**src/rtl/mult_seq.sv**
```systemverilog
// Sequential shift-and-add multiplier, signed/unsigned, 2*WIDTH-bit product.
// Start/busy/done handshake; fixed latency of WIDTH+2 cycles start-to-done.
module mult_seq #(
    parameter int WIDTH = 32
) (
    input  logic             clk,
    input  logic             rst,
    input  logic             start,
    input  logic             is_signed,
    input  logic [WIDTH-1:0] src_a,
    input  logic [WIDTH-1:0] src_b,
    output logic             busy,
    output logic             done,
    output logic [WIDTH-1:0] prod_hi,
    output logic [WIDTH-1:0] prod_lo
);

    localparam int CW = $clog2(WIDTH);

    localparam logic [1:0] IDLE = 2'd0;
    localparam logic [1:0] RUN  = 2'd1;
    localparam logic [1:0] FIX  = 2'd2;

    logic [1:0]         state;
    logic [CW-1:0]      cnt;
    logic [WIDTH-1:0]   mcand;
    logic [2*WIDTH:0]   acc;
    logic               neg;

    logic [WIDTH-1:0]   mag_a;
    logic [WIDTH-1:0]   mag_b;
    logic [WIDTH:0]     sum;
    logic [2*WIDTH:0]   acc_add;
    logic [2*WIDTH-1:0] prod_full;

    // Most-negative operand negates to itself, which is its correct unsigned magnitude.
    assign mag_a = (is_signed && src_a[WIDTH-1]) ? -src_a : src_a;
    assign mag_b = (is_signed && src_b[WIDTH-1]) ? -src_b : src_b;

    assign sum       = acc[2*WIDTH:WIDTH] + {1'b0, mcand};
    assign acc_add   = acc[0] ? {sum, acc[WIDTH-1:0]} : acc;
    assign prod_full = neg ? -acc[2*WIDTH-1:0] : acc[2*WIDTH-1:0];

    assign busy = (state != IDLE);

    always_ff @(posedge clk) begin
        if (rst) begin
            state   <= IDLE;
            cnt     <= '0;
            mcand   <= '0;
            acc     <= '0;
            neg     <= 1'b0;
            done    <= 1'b0;
            prod_hi <= '0;
            prod_lo <= '0;
        end else begin
            done <= 1'b0;
            case (state)
                IDLE: begin
                    if (start) begin
                        mcand <= mag_a;
                        acc   <= {{(WIDTH+1){1'b0}}, mag_b};
                        neg   <= is_signed & (src_a[WIDTH-1] ^ src_b[WIDTH-1]);
                        cnt   <= '0;
                        state <= RUN;
                    end
                end
                RUN: begin
                    acc <= acc_add >> 1;
                    cnt <= cnt + 1'b1;
                    if (cnt == CW'(WIDTH-1)) begin
                        state <= FIX;
                    end
                end
                FIX: begin
                    prod_hi <= prod_full[2*WIDTH-1:WIDTH];
                    prod_lo <= prod_full[WIDTH-1:0];
                    done    <= 1'b1;
                    state   <= IDLE;
                end
                default: begin
                    state <= IDLE;
                end
            endcase
        end
    end

endmodule

```
**config.mk**
```make
export PLATFORM = sky130hd
export DESIGN_NAME = mult_seq
export DESIGN_NICKNAME = d
export VERILOG_FILES = /design/src/rtl/mult_seq.sv
export SDC_FILE = /design/constraint.sdc
export NUM_CORES = 1
export LEC_CHECK = 0
export CORE_UTILIZATION = 50
export CTS_CLUSTER_DIAMETER = 40
export CTS_CLUSTER_SIZE = 30
export DETAILED_ROUTE_END_ITERATION = 16
export DONT_BUFFER_PORTS = 1
export GPL_TIMING_DRIVEN = 0
export PLACE_DENSITY = 0.69
export SYNTH_ARGS = -nofsm -noshare
export SYNTH_HDL_FRONTEND = slang
export SYNTH_SLANG_ARGS = --single-unit
export TNS_END_PERCENT = 50
```
**constraint.sdc**
```tcl
create_clock -name clk -period 2.9 [get_ports clk]
set_input_delay 0.435 -clock clk [delete_from_list [all_inputs] [get_ports clk]]
set_output_delay 0.435 -clock clk [all_outputs]
set_load 0.05 [all_outputs]
```
* Word-level counts from Yosys, hierarchy flattened
Index checks and enable logic that the tools add are counted.
** Operators by class
- Add/sub/neg operators :: 5
- Equality and inequality tests :: 5
- Muxes and demuxes :: 12
- Bitwise logic cells :: 2
- Reduce and logical (&&, ||, !) cells :: 8
** Operators with widths (number)
- 65-bit two-way mux :: 2
- 65-bit one-hot mux with 2 select lines :: 1
- 32-bit two-way mux :: 2
- 64-bit two-way mux :: 1
- 32-bit negation :: 2
- 64-bit negation :: 1
- 33-bit by 32-bit adder with 33-bit output :: 1
- 5-bit one-hot mux with 2 select lines :: 1
- 2-bit AND reduction :: 3
- 5-bit by 1-bit adder with 5-bit output, second input constant :: 1
- 5-bit == test, second input constant :: 1
- 5-bit two-way mux :: 1
- 2-bit two-way mux :: 2
- 2-bit != test, second input constant :: 2
- 2-bit one-hot mux with 2 select lines :: 1
- 2-bit nonzero test :: 2
- 2-bit by 1-bit == test with 1-bit output, second input constant :: 1
- 2-bit == test, second input constant :: 1
- 1-bit logical AND :: 2
- 2-bit zero test :: 1
- 1-bit AND :: 1
- 1-bit two-way mux :: 1
- 1-bit XOR :: 1
** Storage, ports and cells
- Register bits after elaboration :: 170
- Output and inout port bits :: 66

* Longest topological paths before layout
Gate-level depths: netlist of the first run.
- Depth after elaboration :: 4
- Gate-level depth with buffers :: 10
- Gate-level depth less buffers :: 10

* Least setup slack after synthesis of the first run
Ideal clock, no wire load.
- Path type :: flip-flop to flip-flop
- Start :: register acc[10]
- End :: register prod_hi[15]
- Data arrival time :: 2.858 ns
- Data required time :: 2.776 ns
- Slack :: -0.082 ns
- Stages on the path, launching flop included :: 9
- Path buffers :: 1
- Path through :: dfxtp_1 -> or4_4 -> or4b_4 -> or4_4 -> buf_6 -> or3_4 -> o41ai_4 -> xor2_1 -> o21ai_1
** On the way
- Cells in the longest elaborated chain, start to end :: 2
** RTL lines
- from (decl) :: line 27 : logic [2*WIDTH:0] acc;
- from (signal assigned) :: line 62 : acc <= {{(WIDTH+1){1'b0}}, mag_b};
- from (signal assigned) :: line 69 : acc <= acc_add >> 1;
- 64-bit negation :: line 42 : assign prod_full = neg ? -acc[2*WIDTH-1:0] : acc[2*WIDTH-1:0];
- 64-bit two-way mux :: line 42
- to (signal assigned) :: line 76 : prod_hi <= prod_full[2*WIDTH-1:WIDTH];
- to (decl) :: line 14 : output logic [WIDTH-1:0] prod_hi,
No other way between the ends.
A chain may end at the register's enable or synchronous reset.

* Worst setup path in the final report of the first run
Ends and elaborated chain as after synthesis.

==> run summary, run 1 <==
Total Wirelength - 32800 um
commonest non-fill, non-tap cells in the layout - dfxtp_1, nor2_1, nand2_1
Worst Hold Depth - 2
Cell Area, Placed - 0.0107 mm2
total number of vias - 10100
Clock Sinks - 169
area leader, netlist - dfxtp_1
vias in the first global route - 9247
vias per std cell - 6.22
max cap viols - 0
Rows - 52
DRT iter0 DRCs - 999
Lkg Pwr - 4.08 nW
CP Data Required Time - 3.22 ns
die area - 0.0213 mm2
critical-path maximum fanout - 4
post-route DRC violation count - 0
WP data arrival - 3.28 ns
final hold viol count - 0
largest net degree at the start of global routing - 17
cell count after synthesis - 1304
Ports - 134
unrepaired setup endpoints after global routing - yes
fmax - 337 MHz
Post-synth ARST share - 0%
Final period util - 102%
Final setup violation count - 1
cell area after synthesis - 0.0104 mm2
Routability Congestion - 0.961
diode count - 0
Syn Nets - 1410
Post-synth EDFFs - 0
Mapped Avg Cell Area - 7.96 um2
Worst VDD drop - 379 uV
startpoint types - register
Die Ht - 146 um
kind of critical path - reg2reg
Syn. warnings - 0
commonest non-fill, non-tap cell in the layout - dfxtp_1
most used flip-flop cell after synthesis - dfxtp_1
Pwr per Cell Area - 505 mW/mm2
CTS H-Tree Depth - 4
Die X - 146 um
routed len/inst - 20.2 um
minimum clock period - 2.97 ns
first-pass GRT wire length - 50800 um
share of layout cells above drive strength 1 - 6.29%
initial antenna violation count - 0
Slew headroom - 32.9%
post-synth top area share - 32.6%
Worst Setup Slack, final - -0.0656 ns
failing checks - setup timing
status - complete, but fails checks
Slew Viols, Final - 0
initial cell density of the core - 51.1%
clock slew at reported path FFs - 0.07 ns
antenna-violating nets left - 0
hold crit path type - in2reg
CTS tree - done
post-synthesis cell type count - 68
DPL Wire Length - 25200 um
CP Capture Type - register
core box area - 0.0203 mm2
sequential area share after synthesis - 32.6%
Clock Tree Root - clkbuf_16
Post-Route Skew - 0.00963 ns
clock tree buffer depth - 2
flop and latch count out of synthesis - 169
r2r worst-path depth - 7
Global Route Usage Sum - 30.3%
Tightest Pin Transition - 0.997 ns
final instance area - 0.0116 mm2
IO buf count - 0
Worst-Skew Late Latency - 0.44 ns
largest cells by area after synthesis - dfxtp_1, xor2_1, nor2_1, o21ai_0, ha_1
Syn-to-layout area delta - 11.6%
fin nets - 1445
TritonCTS Buffers - 17
grt ovf - 0
Initial DRT Pass Iterations - 8
setup TNS - -0.0656 ns
==> power breakdown <==
group          total, mW  leakage, nW  internal (mW)  switching, mW
Clock               2.31        0.291           1.28           1.04
Sequential          2.53         1.38           2.40          0.123
Combinational       1.00         2.42          0.372          0.631
==> synthesized netlist by cell type, types with 26 or more instances <==
library cell  count
a211oi_1         59
a21oi_1          68
a222oi_1         26
a22oi_1          29
clkbuf_1         81
dfxtp_1         169
ha_1             37
nand2_1         123
nor2_1          152
o21ai_0          95
o31ai_1          26
xnor2_1          30
xor2_1          112
==> final timing paths <==
| path | start | slack, ns | end |
|---|---|---|---|
| worst max-delay path | acc[10]$_SDFFE_PP0P_ | -0.07 | prod_hi[15]$_SDFFE_PP0P_ |
| worst min-delay path | src_a[0] | 0.15 | mcand[0]$_SDFFE_PP0P_ |
| worst max register to register | acc[10]$_SDFFE_PP0P_ | -0.07 | prod_hi[15]$_SDFFE_PP0P_ |
| worst min register to register | mcand[0]$_SDFFE_PP0P_ | 0.50 | mcand[0]$_SDFFE_PP0P_ |
==> state kept, by name (all words and copies together) (netlist names) <==
register  count
mcand        32
prod_hi      32
neg           1
acc          64
state         2
done          1
cnt           5
prod_lo      32
==> repair_timing <==
action / in CTS / in global routing
pin swaps: 5 / 10
hold buffers: 0 / 0
setup buffers: 8 / 9
endpoints found under the setup margin: 36 / 37
gates resized for setup: 18 / 18
==> layer usage <==
layer	GRT usage, %	wire length [um]	part of all wire, %
met1	43.7	15200	46
met2	45.8	14000	43
met3	6.09	2980	9.1
met4	8.33	644	2.0
met5	0	0	0
==> metrics by stage <==
step	cells	worst slack (ns)	total power [mW]	utilization, %	hold WS [ns]
detailed placement	1574	-1.07	3.47	52.8	0.478
CTS	1613	-0.175	5.79	56.3	0.139
finish	1622	-0.0656	5.84	57.1	0.145
global route	1622	-0.117	6.06	57.1	0.154
global placement	1574	-1.02	3.46	52.8	0.473
floorplan	1304	-0.0819	3.21	-	0.432
==> cells by family (layout without fill, tap and decap cells) <==
family                   Yosys count  count (layout)  share of synthesized area (%)
XOR/XNOR                         142             142                           12.0
AND/OR/NAND/NOR                  425             425                           19.1
buffers and inverters            111             159                           4.09
flip-flops                       169             169                           32.6
adder cells (fa/ha/maj)           38              38                           4.65
AO/OA/AOI/OAI                    412             412                           26.8
multiplexers                       7               7                          0.699
==> cell type report <==
class                           instances  area, um2
Fill cell                            1923       8710
Multi-Input combinational cell       1024       6710
Sequential cell                       169       3400
Clock buffer                           20        467
Tap cell                              270        338
Buffer                                 85        319
Clock inverter                         12        128
Timing Repair Buffer                   17        128
Inverter                               25       97.6
==> critical path: stages, from the launching register on <==
cell and delay [ns]:
dfxtp_4 0.36, or4_4 0.56, or4b_4 0.53, or4_4 0.45, or3_4 0.40, o41ai_4 0.22, xor2_1 0.25, o21ai_1 0.08
(Power assumes the default switching activity.)
==> run 2, diff against run 1 <==
SLEW_MARGIN = 20   (was default)
==> run 2 against run 1 <==
The flow still finishes with violations (setup timing). Combinational power is essentially flat. Largest cell class unchanged. Global-route usage grew 0.28 points. Hold slack lost 0.0058 ns. Wire length grew 0.99%. Final cell count is essentially flat. Power shrank 1.4%. Clock skew shrank 0.0012 ns. Fmax is essentially flat. Non-clock buffer count is the same. Design area is essentially flat.
==> run summary, run 2 (synthesized netlist as in run 1, its figures left out) <==
status - complete, but fails checks (unchanged)
failing checks - setup timing (unchanged)
Post-Route Skew - 0.00841 ns (was 0.00963 ns)
clock tree buffer depth - 2 (unchanged)
setup TNS - -0.0987 ns (was -0.0656 ns)
startpoint types - register (unchanged)
placed cells - 1574 (unchanged)
Biggest register - acc (unchanged)
Final setup violation count - 2 (was 1)
unrepaired setup endpoints after global routing - yes (unchanged)
Worst VDD drop - 382 uV (was 379 uV)
Critical R2R Launch - acc[11]$_SDFFE_PP0P_ (was acc[10]$_SDFFE_PP0P_)
share of layout cells above drive strength 1 - 6.22% (was 6.29%)
core box area - 0.0203 mm2 (unchanged)
DRT iter0 DRCs - 1058 (was 999)
die area - 0.0213 mm2 (unchanged)
number of flip-flops in the largest register - 64 (unchanged)
TritonCTS Buffers - 17 (unchanged)
hold crit path type - in2reg (unchanged)
Pwr per Cell Area - 497 mW/mm2 (was 505 mW/mm2)
CTS H-Tree Depth - 4 (unchanged)
commonest non-fill, non-tap cells in the layout - dfxtp_1, nor2_1, nand2_1 (unchanged)
Routability Congestion - 0.961 (unchanged)
WP data arrival - 3.29 ns (was 3.28 ns)
Hold EP - mcand[0]$_SDFFE_PP0P_ (unchanged)
Final period util - 102% (about the same)
final core area utilization - 57.1% (about the same)
Worst Setup Slack, final - -0.0663 ns (was -0.0656 ns)
Cell Area, Placed - 0.0107 mm2 (about the same)
post-route DRC violation count - 0 (unchanged)
CP Data Required Time - 3.22 ns (about the same)
Global Route Usage Sum - 30.6% (was 30.3%)
Die Ht - 146 um (unchanged)
initial antenna violation count - 0 (unchanged)
Tightest Pin Transition - 0.969 ns (was 0.997 ns)
largest net degree at the start of global routing - 17 (unchanged)
minimum clock period - 2.97 ns (about the same)
Syn-to-layout area delta - 11.6% (about the same)
CP Capture Type - register (unchanged)
Slew headroom - 34.8% (was 32.9%)
Worst Hold Depth - 2 (unchanged)
final instance area - 0.0116 mm2 (about the same)
clock slew at reported path FFs - 0.07 ns (about the same)
Crit Reg-Reg Endpoint - prod_hi[15]$_SDFFE_PP0P_ (unchanged)
r2r worst-path depth - 7 (unchanged)
kind of critical path - reg2reg (unchanged)
max cap viols - 0 (unchanged)
Die X - 146 um (unchanged)
vias in the first global route - 9355 (was 9247)
total number of vias - 10200 (was 10100)
Reg2Reg Setup Slack - -0.07 ns (about the same)
Slew Viols, Final - 0 (unchanged)
commonest non-fill, non-tap cell in the layout - dfxtp_1 (unchanged)
fmax - 337 MHz (about the same)
final hold viol count - 0 (unchanged)
fin nets - 1445 (unchanged)
routed len/inst - 20.4 um (was 20.2 um)
IO buf count - 0 (unchanged)
vias per std cell - 6.29 (was 6.22)
diode count - 0 (unchanged)
Non-Filler Instances - 1621 (was 1622)
CTS Hold Bufs - 0 (unchanged)
Clock Sinks - 169 (unchanged)
CTS tree - done (unchanged)
DPL Wire Length - 25200 um (about the same)
Ports - 134 (unchanged)
critical-path maximum fanout - 6 (was 4)
Lkg Pwr - 4.06 nW (was 4.08 nW)
grt ovf - 0 (unchanged)
first-pass GRT wire length - 51400 um (was 50800 um)
hold_ws - 0.139 ns (was 0.145 ns)
antenna-violating nets left - 0 (unchanged)
initial cell density of the core - 51.1% (unchanged)
Worst-Skew Late Latency - 0.44 ns (about the same)
Clock Tree Root - clkbuf_16 (unchanged)
Rows - 52 (unchanged)
Total Wirelength - 33100 um (was 32800 um)
Initial DRT Pass Iterations - 6 (was 8)
hold wc startpoint - src_a[0] (unchanged)
==> run 2: cell types whose count changed in the layout (fill, tap and decap cells not counted), sizes merged <==
cell / previous run / this run
clkinvlp: 2 / 5
clkbuf: 101 / 100
inv: 30 / 28
clkinv: 4 / 3
==> run 2: per-layer routing <==
| metal | share of wire (%) | track usage [%] | vias up |
|---|---|---|---|
| met4 | 2.2 | 8.59 | 0 |
| met1 | 45 | 44.4 | 4750 |
| met3 | 9.9 | 5.38 | 55 |
| met5 | 0 | 0 | - |
| li1 | - | - | 4883 |
| met2 | 43 | 46.4 | 512 |
==> run 2: worst max path at each step <==
stage,cells after the start,from,end,slack (ns)
2_1_floorplan,8,acc[10]$_SDFFE_PP0P_,prod_hi[15]$_SDFFE_PP0P_,-0.08
3_3_place_gp,9,acc[0]$_SDFFE_PP0P_,prod_hi[18]$_SDFFE_PP0P_,-1.02
3_5_place_dp,9,acc[0]$_SDFFE_PP0P_,prod_hi[18]$_SDFFE_PP0P_,-0.61
4_1_cts,7,acc[10]$_SDFFE_PP0P_,prod_hi[15]$_SDFFE_PP0P_,-0.18
5_1_grt,7,acc[11]$_SDFFE_PP0P_,prod_hi[15]$_SDFFE_PP0P_,-0.15
6_report,7,acc[11]$_SDFFE_PP0P_,prod_hi[15]$_SDFFE_PP0P_,-0.07
==> run 2: cell type report <==
cell class	instances	area [um2]
Tap cell	270	338
Fill cell	1906	8720
Timing Repair Buffer	17	128
Multi-Input combinational cell	1024	6750
Clock inverter	12	120
Buffer	85	319
Sequential cell	169	3400
Inverter	25	97.6
Clock buffer	19	433
==> run 2: worst max-delay path: stages, from the launching register on <==
cell and delay, ns:
dfxtp_4 0.36, or4_4 0.55, or4b_4 0.55, or4_4 0.46, or3_4 0.40, o41ai_4 0.22
xor2_1 0.23, o21ai_1 0.07
==> run 2: power breakdown <==
group | switching (mW) | internal, mW
Clock | 1.03 | 1.19
Combinational | 0.637 | 0.377
Sequential | 0.124 | 2.40
Total | 1.79 | 3.97
==> run 2: repair_timing <==
item	4_1_cts	5_1_grt
pin swaps	5	10
gates resized for setup	17	22
cloned	0	0
buffers inserted	8	9
endpoints found under the setup margin	35	38
==> run 2: stage by stage <==
step / total power, mW / setup WS [ns]
after global routing: 5.96 / -0.145
after floorplan: 3.21 / -0.0819
final: 5.76 / -0.0663
after CTS: 5.68 / -0.176
after global placement: 3.46 / -1.02
after detailed placement: 3.47 / -0.610
